**config.mk**
```make
export PLATFORM = sky130hd
export DESIGN_NAME = pe_array_sequencer_flat
export DESIGN_NICKNAME = d
export VERILOG_FILES = /design/src/rtl/pe_array_sequencer_pkg.sv /design/src/rtl/pe_array_sequencer_if.sv /design/src/rtl/pe_array_sequencer_seq_beat_counter.sv /design/src/rtl/pe_array_sequencer.sv /design/src/flat_wrapper.sv
export SDC_FILE = /design/constraint.sdc
export NUM_CORES = 1
export LEC_CHECK = 0
export CORE_ASPECT_RATIO = 1.1
export CORE_MARGIN = 3
export CORE_UTILIZATION = 40
export DETAILED_ROUTE_END_ITERATION = 12
export MAX_ROUTING_LAYER = met4
export PLACE_DENSITY = 0.74
export SYNTH_ARGS = -nofsm -noshare
export SYNTH_HDL_FRONTEND = slang
export SYNTH_SLANG_ARGS = --single-unit
export TNS_END_PERCENT = 20
```
**constraint.sdc**
```tcl
create_clock -name clk -period 3.5 [get_ports clk]
set_input_delay 0.7 -clock clk [delete_from_list [all_inputs] [get_ports clk]]
set_output_delay 0.7 -clock clk [all_outputs]
set_load 0.1 [all_outputs]
```
**src/rtl/pe_array_sequencer_pkg.sv**
```systemverilog
// Shared types and default sizing for the PE array sequencer.
package pe_array_sequencer_pkg;

  localparam int unsigned FILT_ROWS_DEF = 3;
  localparam int unsigned DIAGS_DEF     = 5;
  localparam int unsigned FILT_LEN_DEF  = 3;
  localparam int unsigned IFMAP_LEN_DEF = 5;
  localparam int unsigned START_GAP_DEF = 1;

  typedef enum logic [2:0] {
    S_IDLE       = 3'd0,
    S_LOAD_FILT  = 3'd1,
    S_LOAD_IFMAP = 3'd2,
    S_START      = 3'd3,
    S_WAIT       = 3'd4,
    S_DONE       = 3'd5
  } seq_state_t;

  // Bits needed to hold a count of 0..n
  function automatic int unsigned cnt_w(input int unsigned n);
    return $clog2(n + 1);
  endfunction

  function automatic int unsigned max2(input int unsigned a, input int unsigned b);
    return (a > b) ? a : b;
  endfunction

endpackage

```
**src/rtl/pe_array_sequencer_if.sv**
```systemverilog
// Byte-stream handshake between the chip byte interface and the sequencer.
interface pe_array_sequencer_if;
  logic in_valid;
  logic in_ready;

  modport master (output in_valid, input in_ready);
  modport slave  (input in_valid, output in_ready);
endinterface

```
**src/rtl/pe_array_sequencer_seq_beat_counter.sv**
```systemverilog
// Up-counter that returns to zero after reaching limit_i; last_o flags the terminal count.
module seq_beat_counter #(
  parameter int unsigned W = 3
) (
  input  logic         clk,
  input  logic         nRST,
  input  logic         clr_i,
  input  logic         inc_i,
  input  logic [W-1:0] limit_i,
  output logic         last_o,
  output logic [W-1:0] count_o
);

  logic [W-1:0] cnt_q;
  logic [W-1:0] cnt_d;

  assign last_o  = (cnt_q == limit_i);
  assign count_o = cnt_q;

  // Clear dominates; increment wraps to zero at the terminal count
  always_comb begin
    cnt_d = cnt_q;
    if (clr_i) begin
      cnt_d = '0;
    end else if (inc_i) begin
      cnt_d = last_o ? '0 : cnt_q + W'(1);
    end
  end

  // Count register with synchronous active-low reset
  always_ff @(posedge clk) begin
    if (!nRST) cnt_q <= '0;
    else       cnt_q <= cnt_d;
  end

endmodule

```
**src/rtl/pe_array_sequencer.sv**
```systemverilog
// Sequences one convolution pass on the 3x3 row-stationary PE array:
// filter rows, ifmap diagonals, start_conv per diagonal, then waits for the bottom-row psums.
// Optional build macro FILTER_REUSE_EN adds reuse_filt_i to skip reloading filters.
module pe_array_sequencer
  import pe_array_sequencer_pkg::*;
#(
  parameter int unsigned FILT_ROWS = FILT_ROWS_DEF,
  parameter int unsigned DIAGS     = DIAGS_DEF,
  parameter int unsigned FILT_LEN  = FILT_LEN_DEF,
  parameter int unsigned IFMAP_LEN = IFMAP_LEN_DEF,
  parameter int unsigned START_GAP = START_GAP_DEF
) (
  input  logic                 clk,
  input  logic                 nRST,
  input  logic                 start_i,
`ifdef FILTER_REUSE_EN
  input  logic                 reuse_filt_i,
`endif
  pe_array_sequencer_if.slave  in_if,
  input  logic [2:0]           psum_valid_i,
  output logic [DIAGS-1:0]     PERead,
  output logic [DIAGS-1:0]     PEStart,
  output logic [FILT_ROWS-1:0] filtRead,
  output logic                 busy_o,
  output logic                 done_o
);

  localparam int unsigned BW = cnt_w(max2(FILT_LEN, IFMAP_LEN));
  localparam int unsigned IW = cnt_w(max2(FILT_ROWS, DIAGS));
  localparam int unsigned GW = cnt_w(START_GAP);

  seq_state_t state_q, state_d;

  logic          accept;
  logic          load_done;
  logic [BW-1:0] beat_limit;
  logic [IW-1:0] idx_limit;
  logic [GW-1:0] gap_limit;
  logic          beat_clr, beat_inc, beat_last;
  logic          idx_clr, idx_inc, idx_last;
  logic          gap_clr, gap_inc, gap_last;
  logic [BW-1:0] unused_beat_cnt;
  logic [IW-1:0] idx_cnt;
  logic [GW-1:0] gap_cnt;
  logic          gap_zero;
  logic [2:0]    seen_q, seen_d;
`ifdef FILTER_REUSE_EN
  logic          filt_loaded_q, filt_loaded_d;
`endif

  // A beat is taken only while one of the load states is presenting in_ready
  assign accept    = in_if.in_valid &&
                     ((state_q == S_LOAD_FILT) || (state_q == S_LOAD_IFMAP));
  assign load_done = accept && beat_last && idx_last;
  assign gap_zero  = (gap_cnt == '0);

  assign beat_limit = (state_q == S_LOAD_FILT) ? BW'(FILT_LEN - 1)  : BW'(IFMAP_LEN - 1);
  assign idx_limit  = (state_q == S_LOAD_FILT) ? IW'(FILT_ROWS - 1) : IW'(DIAGS - 1);
  assign gap_limit  = GW'(START_GAP - 1);

  seq_beat_counter #(.W(BW)) u_beat_cnt (
    .clk     (clk),
    .nRST    (nRST),
    .clr_i   (beat_clr),
    .inc_i   (beat_inc),
    .limit_i (beat_limit),
    .last_o  (beat_last),
    .count_o (unused_beat_cnt)
  );

  // Row index in LOAD_FILT, diagonal index in LOAD_IFMAP and START
  seq_beat_counter #(.W(IW)) u_idx_cnt (
    .clk     (clk),
    .nRST    (nRST),
    .clr_i   (idx_clr),
    .inc_i   (idx_inc),
    .limit_i (idx_limit),
    .last_o  (idx_last),
    .count_o (idx_cnt)
  );

  seq_beat_counter #(.W(GW)) u_gap_cnt (
    .clk     (clk),
    .nRST    (nRST),
    .clr_i   (gap_clr),
    .inc_i   (gap_inc),
    .limit_i (gap_limit),
    .last_o  (gap_last),
    .count_o (gap_cnt)
  );

  // State register
  always_ff @(posedge clk) begin
    if (!nRST) state_q <= S_IDLE;
    else       state_q <= state_d;
  end

  // Next-state decode
  always_comb begin
    state_d = state_q;
    unique case (state_q)
      S_IDLE: begin
        if (start_i) begin
`ifdef FILTER_REUSE_EN
          state_d = (reuse_filt_i && filt_loaded_q) ? S_LOAD_IFMAP : S_LOAD_FILT;
`else
          state_d = S_LOAD_FILT;
`endif
        end
      end
      S_LOAD_FILT:  if (load_done) state_d = S_LOAD_IFMAP;
      S_LOAD_IFMAP: if (load_done) state_d = S_START;
      S_START:      if (gap_zero && idx_last) state_d = S_WAIT;
      S_WAIT:       if ((seen_q | psum_valid_i) == 3'b111) state_d = S_DONE;
      S_DONE:       state_d = S_IDLE;
      default:      state_d = S_IDLE;
    endcase
  end

  // Output and counter-control decode from state plus counters
  always_comb begin
    in_if.in_ready = 1'b0;
    busy_o         = (state_q != S_IDLE);
    done_o         = 1'b0;
    filtRead       = '0;
    PERead         = '0;
    PEStart        = '0;
    beat_clr       = 1'b1;
    beat_inc       = 1'b0;
    idx_clr        = 1'b1;
    idx_inc        = 1'b0;
    gap_clr        = 1'b1;
    gap_inc        = 1'b0;
    unique case (state_q)
      S_LOAD_FILT: begin
        in_if.in_ready = 1'b1;
        beat_clr       = 1'b0;
        idx_clr        = 1'b0;
        beat_inc       = accept;
        idx_inc        = accept && beat_last;
        for (int unsigned i = 0; i < FILT_ROWS; i++) begin
          filtRead[i] = accept && (idx_cnt == IW'(i));
        end
      end
      S_LOAD_IFMAP: begin
        in_if.in_ready = 1'b1;
        beat_clr       = 1'b0;
        idx_clr        = 1'b0;
        beat_inc       = accept;
        idx_inc        = accept && beat_last;
        for (int unsigned i = 0; i < DIAGS; i++) begin
          PERead[i] = accept && (idx_cnt == IW'(i));
        end
      end
      S_START: begin
        idx_clr = 1'b0;
        gap_clr = 1'b0;
        gap_inc = 1'b1;
        idx_inc = gap_last;
        for (int unsigned i = 0; i < DIAGS; i++) begin
          PEStart[i] = gap_zero && (idx_cnt == IW'(i));
        end
      end
      S_DONE:  done_o = 1'b1;
      default: ;
    endcase
  end

  // Sticky psum tracking, restarted with each accepted pass request
  always_comb begin
    seen_d = seen_q;
    if ((state_q == S_IDLE) && start_i) begin
      seen_d = 3'b000;
    end else if ((state_q == S_START) || (state_q == S_WAIT)) begin
      seen_d = seen_q | psum_valid_i;
    end
  end

`ifdef FILTER_REUSE_EN
  // Filters stay valid in the array once a full filter load has finished
  always_comb begin
    filt_loaded_d = filt_loaded_q;
    if ((state_q == S_LOAD_FILT) && load_done) filt_loaded_d = 1'b1;
  end
`endif

  // Sticky bit registers
  always_ff @(posedge clk) begin
    if (!nRST) begin
      seen_q        <= 3'b000;
`ifdef FILTER_REUSE_EN
      filt_loaded_q <= 1'b0;
`endif
    end else begin
      seen_q        <= seen_d;
`ifdef FILTER_REUSE_EN
      filt_loaded_q <= filt_loaded_d;
`endif
    end
  end

endmodule
```
**src/flat_wrapper.sv**
```systemverilog
// flat-port wrapper written by rule: the top's interface ports become plain ports
module pe_array_sequencer_flat import pe_array_sequencer_pkg::*;
#(
  parameter int unsigned FILT_ROWS = FILT_ROWS_DEF,
  parameter int unsigned DIAGS     = DIAGS_DEF,
  parameter int unsigned FILT_LEN  = FILT_LEN_DEF,
  parameter int unsigned IFMAP_LEN = IFMAP_LEN_DEF,
  parameter int unsigned START_GAP = START_GAP_DEF
)
  (clk, nRST, start_i, psum_valid_i, PERead, PEStart, filtRead, busy_o, done_o, in_if_in_valid, in_if_in_ready);
  pe_array_sequencer_if in_if_i ();
  input  logic clk;
  input  logic nRST;
  input  logic start_i;
  input  logic [2:0] psum_valid_i;
  output logic [DIAGS-1:0] PERead;
  output logic [DIAGS-1:0] PEStart;
  output logic [FILT_ROWS-1:0] filtRead;
  output logic busy_o;
  output logic done_o;
  input wire logic [$bits(in_if_i.in_valid)-1:0] in_if_in_valid;
  output wire logic [$bits(in_if_i.in_ready)-1:0] in_if_in_ready;
  assign in_if_i.in_valid = in_if_in_valid;
  assign in_if_in_ready = in_if_i.in_ready;
  pe_array_sequencer #(.FILT_ROWS(FILT_ROWS), .DIAGS(DIAGS), .FILT_LEN(FILT_LEN), .IFMAP_LEN(IFMAP_LEN), .START_GAP(START_GAP)) u_core (.clk(clk), .nRST(nRST), .start_i(start_i), .in_if(in_if_i), .psum_valid_i(psum_valid_i), .PERead(PERead), .PEStart(PEStart), .filtRead(filtRead), .busy_o(busy_o), .done_o(done_o));
endmodule
```
==> results.txt, run 1 <==
Outcome = complete, no violations
Root Buffer = clkbuf_4
Reg-to-reg slack, setup = 1580 ps
Antenna Cells = 0
R2R depth = 5
Adder-cell area share of the yosys netlist = 9.49%
Routability cong. = 0.836
Syn Inst Count = 103
Hold Path End = u_core.seen_q[1]
Synthesis Warnings = 0
Avg WL per Cell = 11.6 um
Number of global-route vias before repair = 742
Post-synthesis instance area = 791 um2
H-tree level count = 1
Critical path class = input pin to output pin
Fmax = 356 MHz
Largest net degree at the start of global routing = 11
Worst Path Required = 2800 ps
Tmin final = 2810 ps
Min-delay src = u_core.seen_q[1]
Min-delay worst type = flop to flop
Setup TNS Final = 0 ps
Xor/xnor share of the synthesized area = 3.32%
Hold buffer count at CTS = 0
Max Slew Vio Count = 0
Drt pass-1 iters = 4
I/O pin total = 23
Initial antenna violation count = 0
RSZ-0062 raised after global routing = false
Complex-gate fraction of the synthesized area = 16.5%
Die width = 48.4 um
Worst hold stages = 2
Final period util = 80.3%
Maximum vdd drop = 312 uV
Buffers on Ports = 22
Die area = 2550 um2
Main combinational cell family by area after synthesis = simple AND/OR/NAND/NOR gates
CORE AREA = 1820 um2
Post-synthesis mux area share = 1.27%
DRT antenna net count = 0
DRC viols = 0
First-pass GRT wire length = 3090 um
Leakage = 0.422 nW
Slew at the pin closest to its max-slew limit = 519 ps
Final number of setup-violating endpoints = 0
RR Startpoint = u_core.state_q[0]
Worst-skew pair later-pin latency = 280 ps
Crit path DAT = 2110 ps
Layout cells sized above 1 = 18.3%
Total number of vias = 766
Nets = 140
Drt via density = 5.01
Syn nets = 116
TritonCTS clock tree = done
TritonCTS Buffers = 3
Pre-CTS setup slack = 686 ps
Normalized max-slew margin = 65.3%
Post-route setup slack = 688 ps
GRT Total Usage = 16.2%
HPWL after DPL = 1420 um
Max Cap Viol = 0
Die Y = 52.6 um
# clock sinks = 12
Initial DRC Count = 15
Yosys reg bits = 12
Crit end category = output pin
Sequential share of the synthesized area = 30.4%
WL final = 1770 um
Worst Path Max Fanout = 5
Simple-gate share of the synthesized area = 32.8%
CTS-repair resized insts = 0
Layout area overhead = 30.2%
Hold Vio Cnt, Final = 0
Starting Density = 43.4%
Grt ovf = 0
Reg clk slew, reported paths = 70 ps
Pwr/cell area = 562 nW/um2
Syn avg cell area = 7.68 um2
Clock Tree Buf Depth = 2
Post-synthesis cell type count = 34
Startpoint Class = input pin
Post-CTS setup buffers = 0
R2r endpoint = u_core.state_q[0]
Worst Skew = 13.2 ps
Placement Rows = 16
per-stage QoR:
stage / hold WS (ps) / instances / utilization [%] / power [mW] / area, um2
2_1_floorplan: 432 / 103 / - / 0.416 / 791
3_3_place_gp: 448 / 149 / 54.5 / 0.466 / 993
3_5_place_dp: 461 / 149 / 54.5 / 0.468 / 993
4_1_cts: 478 / 153 / 56.5 / 0.582 / 1030
5_1_grt: 519 / 153 / 56.5 / 0.614 / 1030
6_report: 469 / 153 / 56.5 / 0.578 / 1030
cell families (layout without fill, tap and decap cells):
kind of cell | count (synthesis) | count (layout)
AND/OR/NAND/NOR | 52 | 52
adder cells (fa/ha/maj) | 6 | 6
multiplexers | 1 | 1
AO/OA/AOI/OAI | 19 | 19
XOR/XNOR | 3 | 3
flip-flops | 12 | 12
buffers and inverters | 10 | 33
layout by cell type (no fill, tap or decap), types with 4 or more instances in the layout:
master and count:
dfxtp_1 12, buf_4 15, nand2_1 10, clkdlybuf4s50_1 6, inv_1 7, ha_1 6
nand3_1 6, a21oi_1 4, o21ai_0 5, nor2_1 21
routing by layer:
layer | vias to the layer above | part of all wire [%] | routed length, um | GRT usage (%)
li1 | 402 | - | - | -
met1 | 346 | 45 | 803 | 16.9
met2 | 11 | 48 | 860 | 28.4
met3 | 7 | 4.2 | 74 | 5.70
met4 | 0 | 2.0 | 35 | 6.64
met5 | - | 0 | 0 | -
area by class of cell:
cell class,count,area (um2)
inverters,7,26.3
clock buffers,4,36.3
fillers,189,792
repair buffers,22,193
flip-flops and latches,12,240
multi-input cells,81,500
well taps,27,33.8
flip-flops by register name, indices dropped and copies added (netlist names):
name,flops
u_core.seen_q,3
u_core.state_q,3
u_core.u_beat_cnt.count_o,3
u_core.u_idx_cnt.count_o,3
critical path: stages:
cell and delay [ps]:
clkdlybuf4s50_1 540, inv_1 70, or3_4 390, nor2_1 200, buf_12 200
power breakdown:
group          leakage [nW]  switching, mW  internal (mW)
logic                 0.304          0.211         0.0859
clock network        0.0210         0.0490         0.0633
registers            0.0971         0.0221          0.147
total                 0.422          0.282          0.297
worst max-delay path by stage:
stage	start	end	slack, ps	cells past startpoint
global route	in_if_in_valid	filtRead[0]	600	5
floorplan	u_core.state_q[2]	done_o	70	3
CTS	in_if_in_valid	filtRead[0]	680	5
detailed placement	in_if_in_valid	filtRead[0]	690	5
finish	in_if_in_valid	filtRead[0]	690	5
global placement	in_if_in_valid	filtRead[0]	700	5
cell usage after synthesis, drive strengths merged:
master,instances,area share (%)
nor2,21,10
dfxtp,12,30
nand2,10,4.7
inv,7,3.3
ha,6,9.5
nand3,6,3.8
o21ai,5,3.2
a21oi,4,2.5
buf,3,3.0
nor2b,3,2.4
nor3b,3,3.5
nor3,2,1.3
o31a,2,2.2
or3,2,2.2
xor2,2,2.2
a2111o,1,1.4
a21boi,1,0.95
a21o,1,0.95
mux2i,1,1.3
nand2b,1,0.79
nand3b,1,0.95
nor4,1,0.79
nor4b,1,1.1
nor4bb,1,1.3
o21a,1,0.95
o221a,1,1.4
o221ai,1,1.1
o22ai,1,0.79
o31ai,1,0.95
xnor2,1,1.1
No activity file was read; power rests on OpenSTA's default activity.
==> run 2: changes to the inputs <==
Clock period 3.5 ns to 2.7 ns, I/O delays scaled along.
==> run 2 against run 1 <==
Net effect:
- clock power shrank 4%
- via count grew 2.2%
- cell count shrank 0.65%
- worst setup slack lost 490 ps
- power grew 26%
- hold slack gained 2.5 ps
- sequential share of layout area shrank 2.8 points
- combinational power grew 33%
- register-to-register slack lost 830 ps
- largest power group unchanged
==> results.txt, run 2 (synthesis gave the netlist of run 1 again) <==
Outcome = complete, no violations (unchanged)
CP startpoint = in_if_in_valid (unchanged)
Drt pass-1 iters = 4 (unchanged)
Layout cells sized above 1 = 18.4% (was 18.3%)
Grt ovf = 0 (unchanged)
Largest net degree at the start of global routing = 11 (unchanged)
Initial antenna violation count = 0 (unchanged)
Crit end category = output pin (unchanged)
Pwr/cell area = 620 nW/um2 (was 562 nW/um2)
Worst Path Required = 2160 ps (was 2800 ps)
Slew at the pin closest to its max-slew limit = 550 ps (was 519 ps)
Leading cell type in the layout, fill and taps excluded = nor2_1 (unchanged)
Drt via density = 5.15 (was 5.01)
Starting Density = 43.4% (unchanged)
Die area = 2550 um2 (unchanged)
Final period util = 92.5%
Number of global-route vias before repair = 749 (was 742)
WL final = 1880 um (was 1770 um)
# clock sinks = 12 (unchanged)
Post-route setup slack = 202 ps (was 688 ps)
Hold Vio Cnt, Final = 0 (unchanged)
Reg-to-reg slack, setup = 750 ps (was 1580 ps)
WHS = 472 ps (was 469 ps)
Worst setup path end = filtRead[0] (unchanged)
CTS-repair resized insts = 0 (unchanged)
Avg WL per Cell = 12.3 um (was 11.6 um)
Final Non-Filler Cells = 152 (was 153)
Initial DRC Count = 10 (was 15)
Pre-CTS setup slack = 204 ps (was 686 ps)
DRC viols = 0 (unchanged)
CORE AREA = 1820 um2 (unchanged)
Placed cell count = 149 (unchanged)
R2r endpoint = u_core.u_idx_cnt.count_o[0] (was u_core.state_q[0])
Max Slew Vio Count = 0 (unchanged)
Final number of setup-violating endpoints = 0 (unchanged)
HPWL after DPL = 1550 um (was 1420 um)
GRT Total Usage = 16.8% (was 16.2%)
Die Y = 52.6 um (unchanged)
Leakage = 0.448 nW (was 0.422 nW)
Root Buffer = clkbuf_4 (unchanged)
Crit path DAT = 1960 ps (was 2110 ps)
Antenna Cells = 0 (unchanged)
TritonCTS Buffers = 3 (unchanged)
Layout area overhead = 48.1% (was 30.2%)
Most frequent cells in the layout = nor2_1 (21), buf_12 (13), dfxtp_1 (12) (was nor2_1 (21), buf_4 (15), dfxtp_1 (12))
Die width = 48.4 um (unchanged)
Min-delay worst type = flop to flop (unchanged)
Post-CTS setup buffers = 0 (unchanged)
Worst Path Max Fanout = 5 (unchanged)
First-pass GRT wire length = 3220 um (was 3090 um)
Power Total = 0.726 mW (was 0.578 mW)
Normalized max-slew margin = 63.2% (was 65.3%)
Fmax = 400 MHz
Placement Rows = 16 (unchanged)
Worst Skew = 7.59 ps (was 13.2 ps)
Startpoint Class = input pin (unchanged)
I/O pin total = 23 (unchanged)
Nets = 140 (unchanged)
Maximum vdd drop = 368 uV (was 312 uV)
Reg clk slew, reported paths = 60 ps (was 70 ps)
Buffers on Ports = 22 (unchanged)
RSZ-0062 raised after global routing = false (unchanged)
DRT antenna net count = 0 (unchanged)
H-tree level count = 1 (unchanged)
Critical path class = input pin to output pin (unchanged)
TritonCTS clock tree = done (unchanged)
Routability cong. = 0.849 (was 0.836)
R2R depth = 5 (unchanged)
Clock Tree Buf Depth = 2 (unchanged)
Max Cap Viol = 0 (unchanged)
Worst-skew pair later-pin latency = 270 ps (was 280 ps)
Post-Place Cell Area = 1150 um2 (was 993 um2)
RR Startpoint = u_core.state_q[1] (was u_core.state_q[0])
Total number of vias = 783 (was 766)
Fin area = 1170 um2 (was 1030 um2)
Hold buffer count at CTS = 0 (unchanged)
Tmin final = 2500 ps
[run 2: changes by cell type in the layout (fill, tap and decap cells not counted)]
cell      previous run  this run
nor3b_1              2         1
buf_12               1        13
buf_4               15         3
nor3b_2              1         2
clkbuf_8             1         0
[run 2: cell type report]
class | instances | area, um2
clock buffers | 3 | 22.5
fillers | 155 | 651
inverters | 7 | 26.3
multi-input cells | 81 | 505
flip-flops and latches | 12 | 240
well taps | 27 | 33.8
repair buffers | 22 | 343
[run 2: metrics by stage]
stage	util (%)	TNS [ps]
finish	64.3	0
detailed placement	63.0	0
CTS	64.3	0
floorplan	-	-66.1
global route	64.3	0
global placement	63.0	0
[run 2: metal layers]
| layer | vias up | global-route usage [%] | wire [um] |
|---|---|---|---|
| li1 | 402 | - | - |
| met1 | 364 | 19.0 | 856 |
| met2 | 13 | 28.4 | 919 |
| met3 | 4 | 4.84 | 74 |
| met4 | 0 | 6.16 | 24 |
| met5 | - | - | 0 |
[run 2: power by group]
| part | switching, mW | internal [mW] |
|---|---|---|
| registers | 0.0311 | 0.191 |
| clock network | 0.0561 | 0.0516 |
| logic | 0.276 | 0.121 |
| total | 0.363 | 0.363 |
[run 2: worst min path at each step]
stage	to	from	depth (start not counted)	slack, ps
after floorplan	u_core.seen_q[1]	u_core.seen_q[1]	2	430
after global placement	u_core.seen_q[1]	u_core.seen_q[1]	2	450
after detailed placement	u_core.seen_q[1]	u_core.seen_q[1]	2	460
after CTS	u_core.seen_q[2]	u_core.seen_q[2]	2	480
after global routing	u_core.seen_q[1]	u_core.seen_q[1]	2	520
final	u_core.seen_q[1]	u_core.seen_q[1]	2	470
[run 2: worst max-delay path, cell delays in order]
cell,delay (ps)
clkdlybuf4s50_1,540
inv_1,80
or3_4,390
nor2_1,200
buf_12,200
